**src/rtl/hazard_forwarding_unit_if.sv**
```systemverilog
// Pipeline-side signal bundle for the hazard/forwarding controller.
// The pipeline drives the stage fields (master); the controller returns selects and stall (slave).
interface hazard_forwarding_unit_if #(
    parameter int REG_AW = 5,
    parameter int CNT_W  = 16
);
    logic              fwd_en;
    logic [REG_AW-1:0] id_rs;
    logic [REG_AW-1:0] id_rt;
    logic              id_rs_used;
    logic              id_rt_used;
    logic              id_is_mul;
    logic [REG_AW-1:0] ex_rs;
    logic [REG_AW-1:0] ex_rt;
    logic [REG_AW-1:0] ex_rd;
    logic              ex_reg_write;
    logic              ex_mem_read;
    logic              ex_is_mul;
    logic [REG_AW-1:0] mem_rd;
    logic              mem_reg_write;
    logic [REG_AW-1:0] wb_rd;
    logic              wb_reg_write;
    logic [1:0]        forward_rs;
    logic [1:0]        forward_rt;
    logic              stall;
    logic              bubble;
    logic              mul_busy;
    logic [CNT_W-1:0]  stall_count;

    modport master (
        output fwd_en, id_rs, id_rt, id_rs_used, id_rt_used, id_is_mul,
               ex_rs, ex_rt, ex_rd, ex_reg_write, ex_mem_read, ex_is_mul,
               mem_rd, mem_reg_write, wb_rd, wb_reg_write,
        input  forward_rs, forward_rt, stall, bubble, mul_busy, stall_count
    );

    modport slave (
        input  fwd_en, id_rs, id_rt, id_rs_used, id_rt_used, id_is_mul,
               ex_rs, ex_rt, ex_rd, ex_reg_write, ex_mem_read, ex_is_mul,
               mem_rd, mem_reg_write, wb_rd, wb_reg_write,
        output forward_rs, forward_rt, stall, bubble, mul_busy, stall_count
    );
endinterface

```
**src/rtl/hazard_forwarding_unit.sv**
```systemverilog
// EX operand forwarding and ID RAW/structural hazard detection for the 5-stage pipeline,
// with a single-entry multiplier pending-write scoreboard and a saturating stall counter.
module hazard_forwarding_unit #(
    parameter int REG_AW  = 5,
    parameter int MUL_LAT = 4,
    parameter int CNT_W   = 16
) (
    input  logic                    clk,
    input  logic                    arst,
    hazard_forwarding_unit_if.slave hz
);
    localparam logic [3:0] LAT = 4'(MUL_LAT);

    logic              pend_valid;
    logic [REG_AW-1:0] pend_rd;
    logic [3:0]        pend_cnt;
    logic [CNT_W-1:0]  stall_count_q;

    logic dep_ex, dep_mem, dep_pend;
    logic load_use, mul_issue, sb_hit, structural, no_fwd;
    logic stall_raw, issue;

    function automatic logic match(input logic used,
                                   input logic [REG_AW-1:0] s,
                                   input logic [REG_AW-1:0] d);
        return used && (s != '0) && (s == d);
    endfunction

    // MEM is the younger result, so it wins over WB.
    function automatic logic [1:0] fwd_sel(input logic              en,
                                           input logic [REG_AW-1:0] src,
                                           input logic              mem_w,
                                           input logic [REG_AW-1:0] mem_d,
                                           input logic              wb_w,
                                           input logic [REG_AW-1:0] wb_d);
        if (en && mem_w && (mem_d != '0) && (src == mem_d)) return 2'b11;
        if (en && wb_w && (wb_d != '0) && (src == wb_d))    return 2'b10;
        return 2'b00;
    endfunction

    always_comb begin
        dep_ex   = match(hz.id_rs_used, hz.id_rs, hz.ex_rd)   | match(hz.id_rt_used, hz.id_rt, hz.ex_rd);
        dep_mem  = match(hz.id_rs_used, hz.id_rs, hz.mem_rd)  | match(hz.id_rt_used, hz.id_rt, hz.mem_rd);
        dep_pend = match(hz.id_rs_used, hz.id_rs, pend_rd)    | match(hz.id_rt_used, hz.id_rt, pend_rd);

        load_use   = hz.ex_mem_read & hz.ex_reg_write & dep_ex;
        mul_issue  = hz.ex_is_mul & hz.ex_reg_write & dep_ex;
        sb_hit     = pend_valid & dep_pend;
        structural = hz.id_is_mul & (pend_valid | hz.ex_is_mul);
        // Without forwarding, any in-flight writer in EX or MEM must drain; WB is covered by the write-first regfile.
        no_fwd     = ~hz.fwd_en & ((hz.ex_reg_write & dep_ex) | (hz.mem_reg_write & dep_mem));

        stall_raw  = load_use | mul_issue | sb_hit | structural | no_fwd;
        issue      = hz.ex_is_mul & hz.ex_reg_write & (hz.ex_rd != '0);
    end

    assign hz.forward_rs = arst ? 2'b00 :
        fwd_sel(hz.fwd_en, hz.ex_rs, hz.mem_reg_write, hz.mem_rd, hz.wb_reg_write, hz.wb_rd);
    assign hz.forward_rt = arst ? 2'b00 :
        fwd_sel(hz.fwd_en, hz.ex_rt, hz.mem_reg_write, hz.mem_rd, hz.wb_reg_write, hz.wb_rd);
    assign hz.stall       = stall_raw & ~arst;
    assign hz.bubble      = stall_raw & ~arst;
    assign hz.mul_busy    = pend_valid & ~arst;
    assign hz.stall_count = stall_count_q;

    // The entry covers exactly MUL_LAT cycles after issue; a later issue overwrites it.
    always_ff @(posedge clk or posedge arst) begin
        if (arst) begin
            pend_valid    <= 1'b0;
            pend_rd       <= '0;
            pend_cnt      <= 4'd0;
            stall_count_q <= '0;
        end else begin
            if (issue) begin
                pend_valid <= 1'b1;
                pend_rd    <= hz.ex_rd;
                pend_cnt   <= LAT;
            end else if (pend_valid) begin
                pend_cnt <= pend_cnt - 4'd1;
                if (pend_cnt == 4'd1) pend_valid <= 1'b0;
            end
            if (stall_raw && (stall_count_q != '1)) stall_count_q <= stall_count_q + 1'b1;
        end
    end
endmodule

```
**src/flat_wrapper.sv**
```systemverilog
// flat-port wrapper written by rule: the top's interface ports become plain ports
module hazard_forwarding_unit_flat 
#(
    parameter int REG_AW  = 5,
    parameter int MUL_LAT = 4,
    parameter int CNT_W   = 16
)
  (clk, arst, hz_fwd_en, hz_id_rs, hz_id_rt, hz_id_rs_used, hz_id_rt_used, hz_id_is_mul, hz_ex_rs, hz_ex_rt, hz_ex_rd, hz_ex_reg_write, hz_ex_mem_read, hz_ex_is_mul, hz_mem_rd, hz_mem_reg_write, hz_wb_rd, hz_wb_reg_write, hz_forward_rs, hz_forward_rt, hz_stall, hz_bubble, hz_mul_busy, hz_stall_count);
  hazard_forwarding_unit_if #(.REG_AW(REG_AW), .CNT_W(CNT_W)) hz_i ();
  input  logic clk;
  input  logic arst;
  input wire logic [$bits(hz_i.fwd_en)-1:0] hz_fwd_en;
  input wire logic [$bits(hz_i.id_rs)-1:0] hz_id_rs;
  input wire logic [$bits(hz_i.id_rt)-1:0] hz_id_rt;
  input wire logic [$bits(hz_i.id_rs_used)-1:0] hz_id_rs_used;
  input wire logic [$bits(hz_i.id_rt_used)-1:0] hz_id_rt_used;
  input wire logic [$bits(hz_i.id_is_mul)-1:0] hz_id_is_mul;
  input wire logic [$bits(hz_i.ex_rs)-1:0] hz_ex_rs;
  input wire logic [$bits(hz_i.ex_rt)-1:0] hz_ex_rt;
  input wire logic [$bits(hz_i.ex_rd)-1:0] hz_ex_rd;
  input wire logic [$bits(hz_i.ex_reg_write)-1:0] hz_ex_reg_write;
  input wire logic [$bits(hz_i.ex_mem_read)-1:0] hz_ex_mem_read;
  input wire logic [$bits(hz_i.ex_is_mul)-1:0] hz_ex_is_mul;
  input wire logic [$bits(hz_i.mem_rd)-1:0] hz_mem_rd;
  input wire logic [$bits(hz_i.mem_reg_write)-1:0] hz_mem_reg_write;
  input wire logic [$bits(hz_i.wb_rd)-1:0] hz_wb_rd;
  input wire logic [$bits(hz_i.wb_reg_write)-1:0] hz_wb_reg_write;
  output wire logic [$bits(hz_i.forward_rs)-1:0] hz_forward_rs;
  output wire logic [$bits(hz_i.forward_rt)-1:0] hz_forward_rt;
  output wire logic [$bits(hz_i.stall)-1:0] hz_stall;
  output wire logic [$bits(hz_i.bubble)-1:0] hz_bubble;
  output wire logic [$bits(hz_i.mul_busy)-1:0] hz_mul_busy;
  output wire logic [$bits(hz_i.stall_count)-1:0] hz_stall_count;
  assign hz_i.fwd_en = hz_fwd_en;
  assign hz_i.id_rs = hz_id_rs;
  assign hz_i.id_rt = hz_id_rt;
  assign hz_i.id_rs_used = hz_id_rs_used;
  assign hz_i.id_rt_used = hz_id_rt_used;
  assign hz_i.id_is_mul = hz_id_is_mul;
  assign hz_i.ex_rs = hz_ex_rs;
  assign hz_i.ex_rt = hz_ex_rt;
  assign hz_i.ex_rd = hz_ex_rd;
  assign hz_i.ex_reg_write = hz_ex_reg_write;
  assign hz_i.ex_mem_read = hz_ex_mem_read;
  assign hz_i.ex_is_mul = hz_ex_is_mul;
  assign hz_i.mem_rd = hz_mem_rd;
  assign hz_i.mem_reg_write = hz_mem_reg_write;
  assign hz_i.wb_rd = hz_wb_rd;
  assign hz_i.wb_reg_write = hz_wb_reg_write;
  assign hz_forward_rs = hz_i.forward_rs;
  assign hz_forward_rt = hz_i.forward_rt;
  assign hz_stall = hz_i.stall;
  assign hz_bubble = hz_i.bubble;
  assign hz_mul_busy = hz_i.mul_busy;
  assign hz_stall_count = hz_i.stall_count;
  hazard_forwarding_unit #(.REG_AW(REG_AW), .MUL_LAT(MUL_LAT), .CNT_W(CNT_W)) u_core (.clk(clk), .arst(arst), .hz(hz_i));
endmodule
```
**config.mk**
```make
export PLATFORM = sky130hd
export DESIGN_NAME = hazard_forwarding_unit_flat
export DESIGN_NICKNAME = d
export VERILOG_FILES = /design/src/rtl/hazard_forwarding_unit_if.sv /design/src/rtl/hazard_forwarding_unit.sv /design/src/flat_wrapper.sv
export SDC_FILE = /design/constraint.sdc
export NUM_CORES = 1
export LEC_CHECK = 0
export CORE_UTILIZATION = 49
export DETAILED_ROUTE_END_ITERATION = 8
export PLACE_DENSITY_LB_ADDON = 0.25
export SLEW_MARGIN = 5
export SYNTH_ARGS = -nofsm -noshare
export SYNTH_HDL_FRONTEND = slang
export SYNTH_SLANG_ARGS = --single-unit
```
**constraint.sdc**
```tcl
create_clock -name clk -period 8 [get_ports clk]
set_input_delay 2 -clock clk [delete_from_list [all_inputs] [get_ports clk]]
set_output_delay 2 -clock clk [all_outputs]
set_load 0.03 [all_outputs]
```
== Word-level counts from Yosys, hierarchy flattened ==
Cells that the tools add are included.
Storage, ports and cells
  output and inout bits: 23
  word-level logic and storage cells: 85
  bits of input ports: 46
  ROM bits: 0
  bits in registers: 26
  memories: 0
  memory bits (writable): 0
  latch bits: 0
Cells by class
  mux-type cells: 21
  bitwise operators: 23
  div/mod/pow operators: 0
  magnitude comparators: 0
  shifts and indexed selects: 0
  $mul: 0
  $add $sub $neg: 2
  reductions and logical operators: 23
  equality and inequality tests: 12
Operators by type and width (number)
  == test 5 bit: 10
  nonzero test 5 bit: 5
  2-to-1 mux 2 bit: 10
  logical AND 1 bit: 17
  adder 16 x 1 -> 16 bit (second input constant): 1
  != test 16 bit (second input constant): 1
  AND 1 bit: 12
  2-to-1 mux 1 bit: 9
  bitwise OR 1 bit: 9
  2-to-1 mux 4 bit: 2
  == test 4 x 1 -> 1 bit (second input constant): 1
  subtractor 4 x 1 -> 4 bit (second input constant): 1
  NOT 1 bit: 2
  nonzero test 2 bit: 1

== Logic depth before layout (Yosys ltp) ==
Gate-level depths: netlist of the first run.
  depth after elaboration: 10
  depth in mapped cells: 9

== Worst setup path after synthesis of the first run ==
Ideal clock, no wire load.
  path kind: input to output
  from: input port hz_mem_rd[2]
  to: output port hz_forward_rs[1]
  arrival time: 3.922 ns
  slack: 2.078 ns
  cell stages on the path: 5
  path through: clkbuf_1 or4_1 o211ai_1 nor4_1 a31o_1
Between the ends
  longest elaborated chain between the ends: 6
Ends and longest elaborated chain
  start: declaration: line flat_wrapper.sv:24  | input wire logic [$bits(hz_i.mem_rd)-1:0] hz_mem_rd;
  nonzero test 5 bit: line hazard_forwarding_unit.sv:36  | if (en && mem_w && (mem_d != '0) && (src == mem_d)) return 2'b11;
  logical AND 1 bit: line hazard_forwarding_unit.sv:36
  logical AND 1 bit (*): line hazard_forwarding_unit.sv:36
  2-to-1 mux 1 bit (*): line hazard_forwarding_unit.sv:36
  2-to-1 mux 2 bit (*): line hazard_forwarding_unit.sv:37  | if (en && wb_w && (wb_d != '0) && (src == wb_d)) return 2'b10;
  2-to-1 mux 2 bit (*): line hazard_forwarding_unit.sv:57  | assign hz.forward_rs = arst ? 2'b00 :
  end: declaration: line flat_wrapper.sv:28  | output wire logic [$bits(hz_i.forward_rs)-1:0] hz_forward_rs;
Mark *: on every way between the ends. The rest lies on a longest branch, timed or not.

== Final worst setup path of the first run ==
  from: input port hz_id_rt[0]
  to: output port hz_bubble
Between the ends
  longest elaborated chain between the ends: 10
Ends and longest elaborated chain
  start: declaration: line flat_wrapper.sv:14  | input wire logic [$bits(hz_i.id_rt)-1:0] hz_id_rt;
  nonzero test 5 bit: line hazard_forwarding_unit.sv:26  | return used && (s != '0) && (s == d);
  logical AND 1 bit (2 in a row): line hazard_forwarding_unit.sv:26
  bitwise OR 1 bit: line hazard_forwarding_unit.sv:42  | dep_ex = match(hz.id_rs_used, hz.id_rs, hz.ex_rd) | match(hz.id_rt_used, hz.id_rt, hz.ex_rd);
  AND 1 bit, on equally long branches: line hazard_forwarding_unit.sv:46, hazard_forwarding_unit.sv:47
  bitwise OR 1 bit (3 in a row): line hazard_forwarding_unit.sv:53  | stall_raw = load_use | mul_issue | sb_hit | structural | no_fwd;
  bitwise OR 1 bit (*): line hazard_forwarding_unit.sv:53
  AND 1 bit (*): line hazard_forwarding_unit.sv:62  | assign hz.bubble = stall_raw & ~arst;
  end: declaration: line flat_wrapper.sv:31  | output wire logic [$bits(hz_i.bubble)-1:0] hz_bubble;
Marked as above.

==> summary.md, run 1 <==
Setup path
* 2 — critical path buffer and inverter count
* 0.63 ns — maximum single-stage delay on the critical path
* sky130_fd_sc_hd__clkdlybuf4s50_1 — Worst path most repeated cell
* 6.00 ns — Data required, critical path
* hz_id_rt[0] — Worst setup startpoint
* output port — crit end category
* clkdlybuf4s50_1, or4_1, o21ai_2, nor4_1, o31ai_2, a31oi_1, clkdlybuf4s50_1 — ordered cell list for the critical path
* u_core.hz.stall_count[3]$_DFFE_PP0P_ — Reg2Reg Launch Point
* sky130_fd_sc_hd__clkdlybuf4s50_1 — slowest library cell on the worst path
* in2out — kind of critical path
* input port — Critical Path Start Type
* buffers and inverters — critical path's top delay family
* 4.44 ns — arrival time worst endpoint
* 4 — biggest fanout along the worst timing path

STA
* 37.09% — Max-slew headroom
* 0 — final hold vios
* 0.9426 ns — transition time at the pin with the least slew margin
* 0 — Final setup viols
* false — RSZ-0062 raised after global routing
* 1.564 ns — Setup WS post-layout
* 0 ns — Fin Setup TNS
* 80.45% — final clock period utilization by the worst path
* 155.4 MHz — Peak Freq
* 6.436 ns — post-route minimum period
* 0 — fin. max-slew vios
* 0.008565 ns — Post-Route Skew

CTS
* 0 — number of cells upsized or downsized after cts
* 0.08 ns — clock transition at the registers of the reported paths
* built — TritonCTS clock tree
* 3 — TritonCTS Buffers
* 2 — maximum clock insertion buffer count
* 1 — number of levels in the clock H-tree
* 0 — hold-fix buffer count after cts
* 26 — number of clock sinks seen by CTS
* sky130_fd_sc_hd__clkbuf_8 — Root Buffer
* 0.27 ns — clock network latency to the later pin of the worst-skew pair
* 0 — post-CTS setup buffer count

Layout
* 1229 µm² — area of the multi-input gates
* sky130_fd_sc_hd__clkdlybuf4s50_1 (68), sky130_fd_sc_hd__xnor2_1 (46), sky130_fd_sc_hd__dfrtp_1 (26) — commonest cells after routing, fill and taps aside
* 327 — number of fill cells
* 37.66% — synthesis-to-finish area growth
* 4.511% — ratio of cells with drive above 1 in the final layout
* 0 — Antenna Diode Count
* 650.6 µm² — Seq. cell area
* sky130_fd_sc_hd__clkdlybuf4s50_1 — most common library cell in the layout ignoring fill and taps
* 317 — number of nets in the finished design
* 2680 µm² — cell area after layout
* 71.59% — core utilization of the finished layout

Placement
* 2639 µm² — instance area at placement
* 68 — port buffer count
* 3846 µm — post-DP HPWL
* 1.568 ns — worst setup slack after placement
* 0.9384 — final weighted congestion in routability-driven placement

Synthesis
* 1947 µm² — post-synthesis instance area
* XOR/XNOR gates — combinational family with the most area after synthesis
* 33.42% — Seq/Total Area, Yosys
* 254 — Synth Net Count
* 205 — Cells after Synth
* 0 — number of warning messages in the yosys log
* 35 — unique cell type count in the Yosys netlist
* 21.92% — share of synthesized cell area in and, or, nand and nor gates
* 5.656% — Compound-Gate Fraction of Synth Area
* 26 — post-synthesis sequential element count
* 30.14% — XOR/XNOR share of the synthesized area
* 1.928% — arithmetic-cell share of the synthesized area counting full adders, half adders and majority gates
* 3.470% — multiplexer fraction of the synthesized cell area
* 9.497 µm² — syn avg cell area

Global route
* 0 — global-route congestion overflow total
* 0 — antenna violations before repair
* 8059 µm — global-route wire length before repair
* 24.73% — GRT Resource Usage Total
* 27 — maximum number of pins on one net before global-route repair
* 1732 — vias in the first global route

Job
* 0 — max_cap viols

Die
* 22 — std cell rows
* 69 — # IOs
* 4230 µm² — Die Footprint
* 65.04 µm — DIE HEIGHT
* 65.04 µm — chip width
* 3744 µm² — Core Area
* 52.01% — starting utilization of the core area

Outcome
* finished clean — outcome

Worst hold path
* u_core.hz.stall_count[5]$_DFFE_PP0P_ — launch point of the worst hold path
* reg2reg — Tightest Hold Check Type

Pwr
* 193.0 nW/µm² — areal power density over the cells
* 0.2236 mV — largest vdd supply drop
* 1.018 nW — Pleak
* 0.5174 mW — Pwr Total

Drt
* 15.29 µm — DR WL/cell
* 4800 µm — Final Routed Wirelength
* 0 — number of routed nets with antenna violations
* 5.449 — via/cell ratio
* 0 — drc violations
* 4 — Initial DRT Pass Iterations
* 1711 — DR vias
* 65 — drt initial violations

## logic make-up after synthesis
family	Yosys count
AOI/OAI and AO/OA	13
xor gates and xnor gates	67
adders and majority gates	3
buffers and inverters	15
DFF	26
muxes	6
and+or+nand+nor	75
## power by group
group	internal, mW	leakage [nW]	switching (mW)
logic	0.121	0.668	0.122
registers	0.165	0.328	0.0385
clock network	0.0337	0.0216	0.0370
total	0.320	1.02	0.198
## cell usage after synthesis (all sizes together)
master	instances	area, µm²
nor3	3	15.01
buf	4	26.28
nor4b	1	8.760
inv	5	18.77
dfrtp	26	650.6
o31ai	1	12.51
nor2b	3	18.77
o211a	1	10.01
ha	3	37.54
nand2	11	41.29
nor4	8	50.05
a31o	2	17.52
nand3	18	95.09
nand3b	1	7.510
clkbuf	6	22.52
xnor2	46	402.9
or4	5	37.54
and2	3	18.77
nor3b	1	7.510
and3	7	43.79
a211oi	1	12.51
o21ai	3	18.77
a32o	1	10.01
xor2	21	183.9
nand4	10	62.56
a31oi	1	6.260
nor2	3	11.26
mux2	6	67.56
or3b	1	8.760
o211ai	3	22.52
## state kept, by name (all words and copies together) (netlist names)
register / flops
u_core.hz.stall_count: 16
u_core.pend_valid: 1
u_core.pend_rd: 5
u_core.pend_cnt: 4
## cell type report
type	instances	area share (%)
inverter	5	0.7003
tap	48	2.241
clock buffer	3	1.541
timing repair buffer	68	25.40
multi-input combinational	164	45.85
sequential	26	24.28
## layer usage
layer | part of all wire, % | up-vias | track usage, % | routed length [µm]
met5 | 0 | - | 0 | 0
met4 | 0.50 | 0 | 5.707 | 24
met3 | 3.8 | 4 | 4.930 | 181
met2 | 50 | 41 | 42.19 | 2379
met1 | 46 | 815 | 32.11 | 2214
li1 | - | 851 | - | -
## final timing paths
| check | endpoint | slack [ns] | cells after the start |
|---|---|---|---|
| max reg2reg | u_core.hz.stall_count[1]$_DFFE_PP0P_ | 5.67 | 7 |
| min reg2reg | u_core.hz.stall_count[5]$_DFFE_PP0P_ | 0.50 | 1 |
| max in group asynchronous | u_core.pend_rd[2]$_DFFE_PP0P_ | 5.09 | 2 |
| min in group asynchronous | u_core.pend_valid$_DFF_PP0_ | 2.32 | 2 |
| min | u_core.hz.stall_count[5]$_DFFE_PP0P_ | 0.50 | 1 |
| max | hz_bubble | 1.56 | 7 |
## stage by stage
step                cells  hold WS [ns]
floorplan             205        0.5055
global placement      311        0.4774
detailed placement    311        0.4858
CTS                   314        0.5034
global route          314        0.5268
finish                314        0.4971
## worst register-to-register path, cell delays in order (launching register included)
cell                      delay, ns
sky130_fd_sc_hd__dfrtp_1       0.42
sky130_fd_sc_hd__and3_1        0.19
sky130_fd_sc_hd__and2_1        0.19
sky130_fd_sc_hd__nand3_1       0.10
sky130_fd_sc_hd__nor2_1        0.26
sky130_fd_sc_hd__nand3_1       0.45
sky130_fd_sc_hd__nand2_1       0.26
sky130_fd_sc_hd__mux2_1        0.35
Note: power is estimated with default switching activity, not from simulation.
==> inputs of run 2 (changes only) <==
--- a/config.mk
+++ b/config.mk
@@ -5,7 +5,7 @@
 export SDC_FILE = /design/constraint.sdc
 export NUM_CORES = 1
 export LEC_CHECK = 0
-export CORE_UTILIZATION = 49
+export CORE_UTILIZATION = 41
 export DETAILED_ROUTE_END_ITERATION = 8
 export PLACE_DENSITY_LB_ADDON = 0.25
 export SLEW_MARGIN = 5
==> constraint.sdc (replaced) <==
create_clock -name clk -period 5.8 [get_ports clk]
set_input_delay 1.45 -clock clk [delete_from_list [all_inputs] [get_ports clk]]
set_output_delay 1.45 -clock clk [all_outputs]
set_load 0.03 [all_outputs]
==> run 2 against run 1 <==
  * Sequential power rose by 37%
  * Combinational power rose by 37%
  * Worst setup slack got worse by 1.1 ns
  * Clock skew fell by 0.0049 ns
  * Die area rose by 19%
  * Routed wire length fell by 2.9%
  * Largest cell class unchanged
  * Highest routed layer unchanged
==> summary.md, run 2 (synthesis gave the netlist of run 1 again) <==
Die
* 4444 µm² — Core Area
* 5028 µm² — Die Footprint
* 43.81% — starting utilization of the core area
* 69 — # IOs
* 70.91 µm — DIE HEIGHT
* 24 — std cell rows
* 70.91 µm — chip width

Placement
* 3688 µm — post-DP HPWL
* 0.8201 — final weighted congestion in routability-driven placement
* 68 — port buffer count

Layout
* 16 — flip-flop count of the largest register after layout
* 0 — Antenna Diode Count
* 390 — number of fill cells
* 317 — number of nets in the finished design
* 38.62% — synthesis-to-finish area growth
* 4.869% — ratio of cells with drive above 1 in the final layout
* sky130_fd_sc_hd__clkdlybuf4s50_1 (68), sky130_fd_sc_hd__xnor2_1 (46), sky130_fd_sc_hd__dfrtp_1 (26) — commonest cells after routing, fill and taps aside
* sky130_fd_sc_hd__clkdlybuf4s50_1 — most common library cell in the layout ignoring fill and taps

Drt
* 79 — drt initial violations
* 4661 µm — Final Routed Wirelength
* 0 — drc violations
* 5.379 — via/cell ratio
* 14.61 µm — DR WL/cell
* 0 — number of routed nets with antenna violations
* 1716 — DR vias
* 6 — Initial DRT Pass Iterations

CTS
* 0.08 ns — clock transition at the registers of the reported paths
* 0 — number of cells upsized or downsized after cts
* 3 — TritonCTS Buffers
* 0.27 ns — clock network latency to the later pin of the worst-skew pair
* sky130_fd_sc_hd__clkbuf_8 — Root Buffer
* built — TritonCTS clock tree
* 0 — post-CTS setup buffer count
* 2 — maximum clock insertion buffer count
* 26 — number of clock sinks seen by CTS
* 0 — hold-fix buffer count after cts
* 1 — number of levels in the clock H-tree

Global route
* 19.80% — GRT Resource Usage Total
* 0 — antenna violations before repair
* 0 — global-route congestion overflow total
* 27 — maximum number of pins on one net before global-route repair
* 1733 — vias in the first global route
* 8052 µm — global-route wire length before repair

STA
* 0 — fin. max-slew vios
* 0 ns — Fin Setup TNS
* false — RSZ-0062 raised after global routing
* 187.7 MHz — Peak Freq
* 5.328 ns — post-route minimum period
* 91.86% — final clock period utilization by the worst path
* 0.9755 ns — transition time at the pin with the least slew margin
* 34.89% — Max-slew headroom
* 0.003669 ns — Post-Route Skew
* 0 — final hold vios
* 0 — Final setup viols

Setup path
* 4 — biggest fanout along the worst timing path
* output port — crit end category
* 4.35 ns — Data required, critical path
* sky130_fd_sc_hd__clkdlybuf4s50_1 — slowest library cell on the worst path
* input port — Critical Path Start Type
* clkdlybuf4s50_1, or4_1, o21ai_2, nor4_1, o31ai_2, a31oi_1, clkdlybuf4s50_1 — ordered cell list for the critical path
* 0.63 ns — maximum single-stage delay on the critical path
* 3.88 ns — arrival time worst endpoint
* sky130_fd_sc_hd__clkdlybuf4s50_1 — Worst path most repeated cell
* in2out — kind of critical path

Pwr
* 1.025 nW — Pleak
* 269.8 nW/µm² — areal power density over the cells
* 0.3710 mV — largest vdd supply drop
* 0.7281 mW — Pwr Total

Worst hold path
* reg2reg — Tightest Hold Check Type

Outcome
* finished clean — outcome

Job
* 0 — max_cap viols

==> run 2: cell types whose count changed in the layout (fill, tap and decap cells not counted), sizes merged <==
cell and change:
clkbuf +1
==> run 2: layer usage <==
metal,global-route usage (%),wire length [µm],up-vias
li1,-,-,842
met1,26.76,2156,820
met2,33.12,2252,48
met3,3.989,208,6
met4,4.000,44,0
met5,0,0,-
==> run 2: stage by stage <==
stage          hold slack [ns]  util [%]  setup slack (ns)  std cells  cell area [µm²]
2_1_floorplan           0.5055         -            0.9778        205             1947
3_3_place_gp            0.4765     59.49            0.5221        315             2644
3_5_place_dp            0.4839     59.49            0.4692        315             2644
4_1_cts                 0.4978     60.73            0.4688        319             2699
5_1_grt                 0.5225     60.73            0.3568        319             2699
6_report                0.4957     60.73            0.4722        319             2699
==> run 2: final timing paths <==
kind	startpoint	to	slack [ns]	cells past startpoint
hold / removal	u_core.hz.stall_count[5]$_DFFE_PP0P_	u_core.hz.stall_count[5]$_DFFE_PP0P_	0.50	1
setup / recovery	hz_id_rt[0]	hz_stall	0.47	7
hold reg to reg	u_core.hz.stall_count[5]$_DFFE_PP0P_	u_core.hz.stall_count[5]$_DFFE_PP0P_	0.50	1
max in group asynchronous	arst	u_core.hz.stall_count[8]$_DFFE_PP0P_	3.38	2
setup reg to reg	u_core.hz.stall_count[3]$_DFFE_PP0P_	u_core.hz.stall_count[1]$_DFFE_PP0P_	3.53	7
min in group asynchronous	arst	u_core.pend_valid$_DFF_PP0_	1.82	2
==> run 2: layout make-up <==
cell class	instances	area (µm²)	share of cell area [%]
well taps	52	65.06	2.411
flip-flops and latches	26	650.6	24.11
multi-input cells	164	1229	45.53
inverters	5	18.77	0.6954
repair buffers	68	680.7	25.22
clock buffers	4	55.05	2.040
==> run 2: worst max-delay path, delay by kind of cell <==
| kind | cells | cell delay, ns |
|---|---|---|
| buffers and inverters | 2 | 1.13 |
| AO/OA/AOI/OAI | 3 | 0.62 |
| AND/OR/NAND/NOR | 2 | 0.68 |
==> run 2: report_power, final <==
| part | total [mW] | internal [mW] | switching (mW) | leakage (nW) |
|---|---|---|---|---|
| Clock | 0.115 | 0.0606 | 0.0544 | 0.0288 |
| Combinational | 0.334 | 0.166 | 0.168 | 0.668 |
| Sequential | 0.279 | 0.228 | 0.0511 | 0.328 |
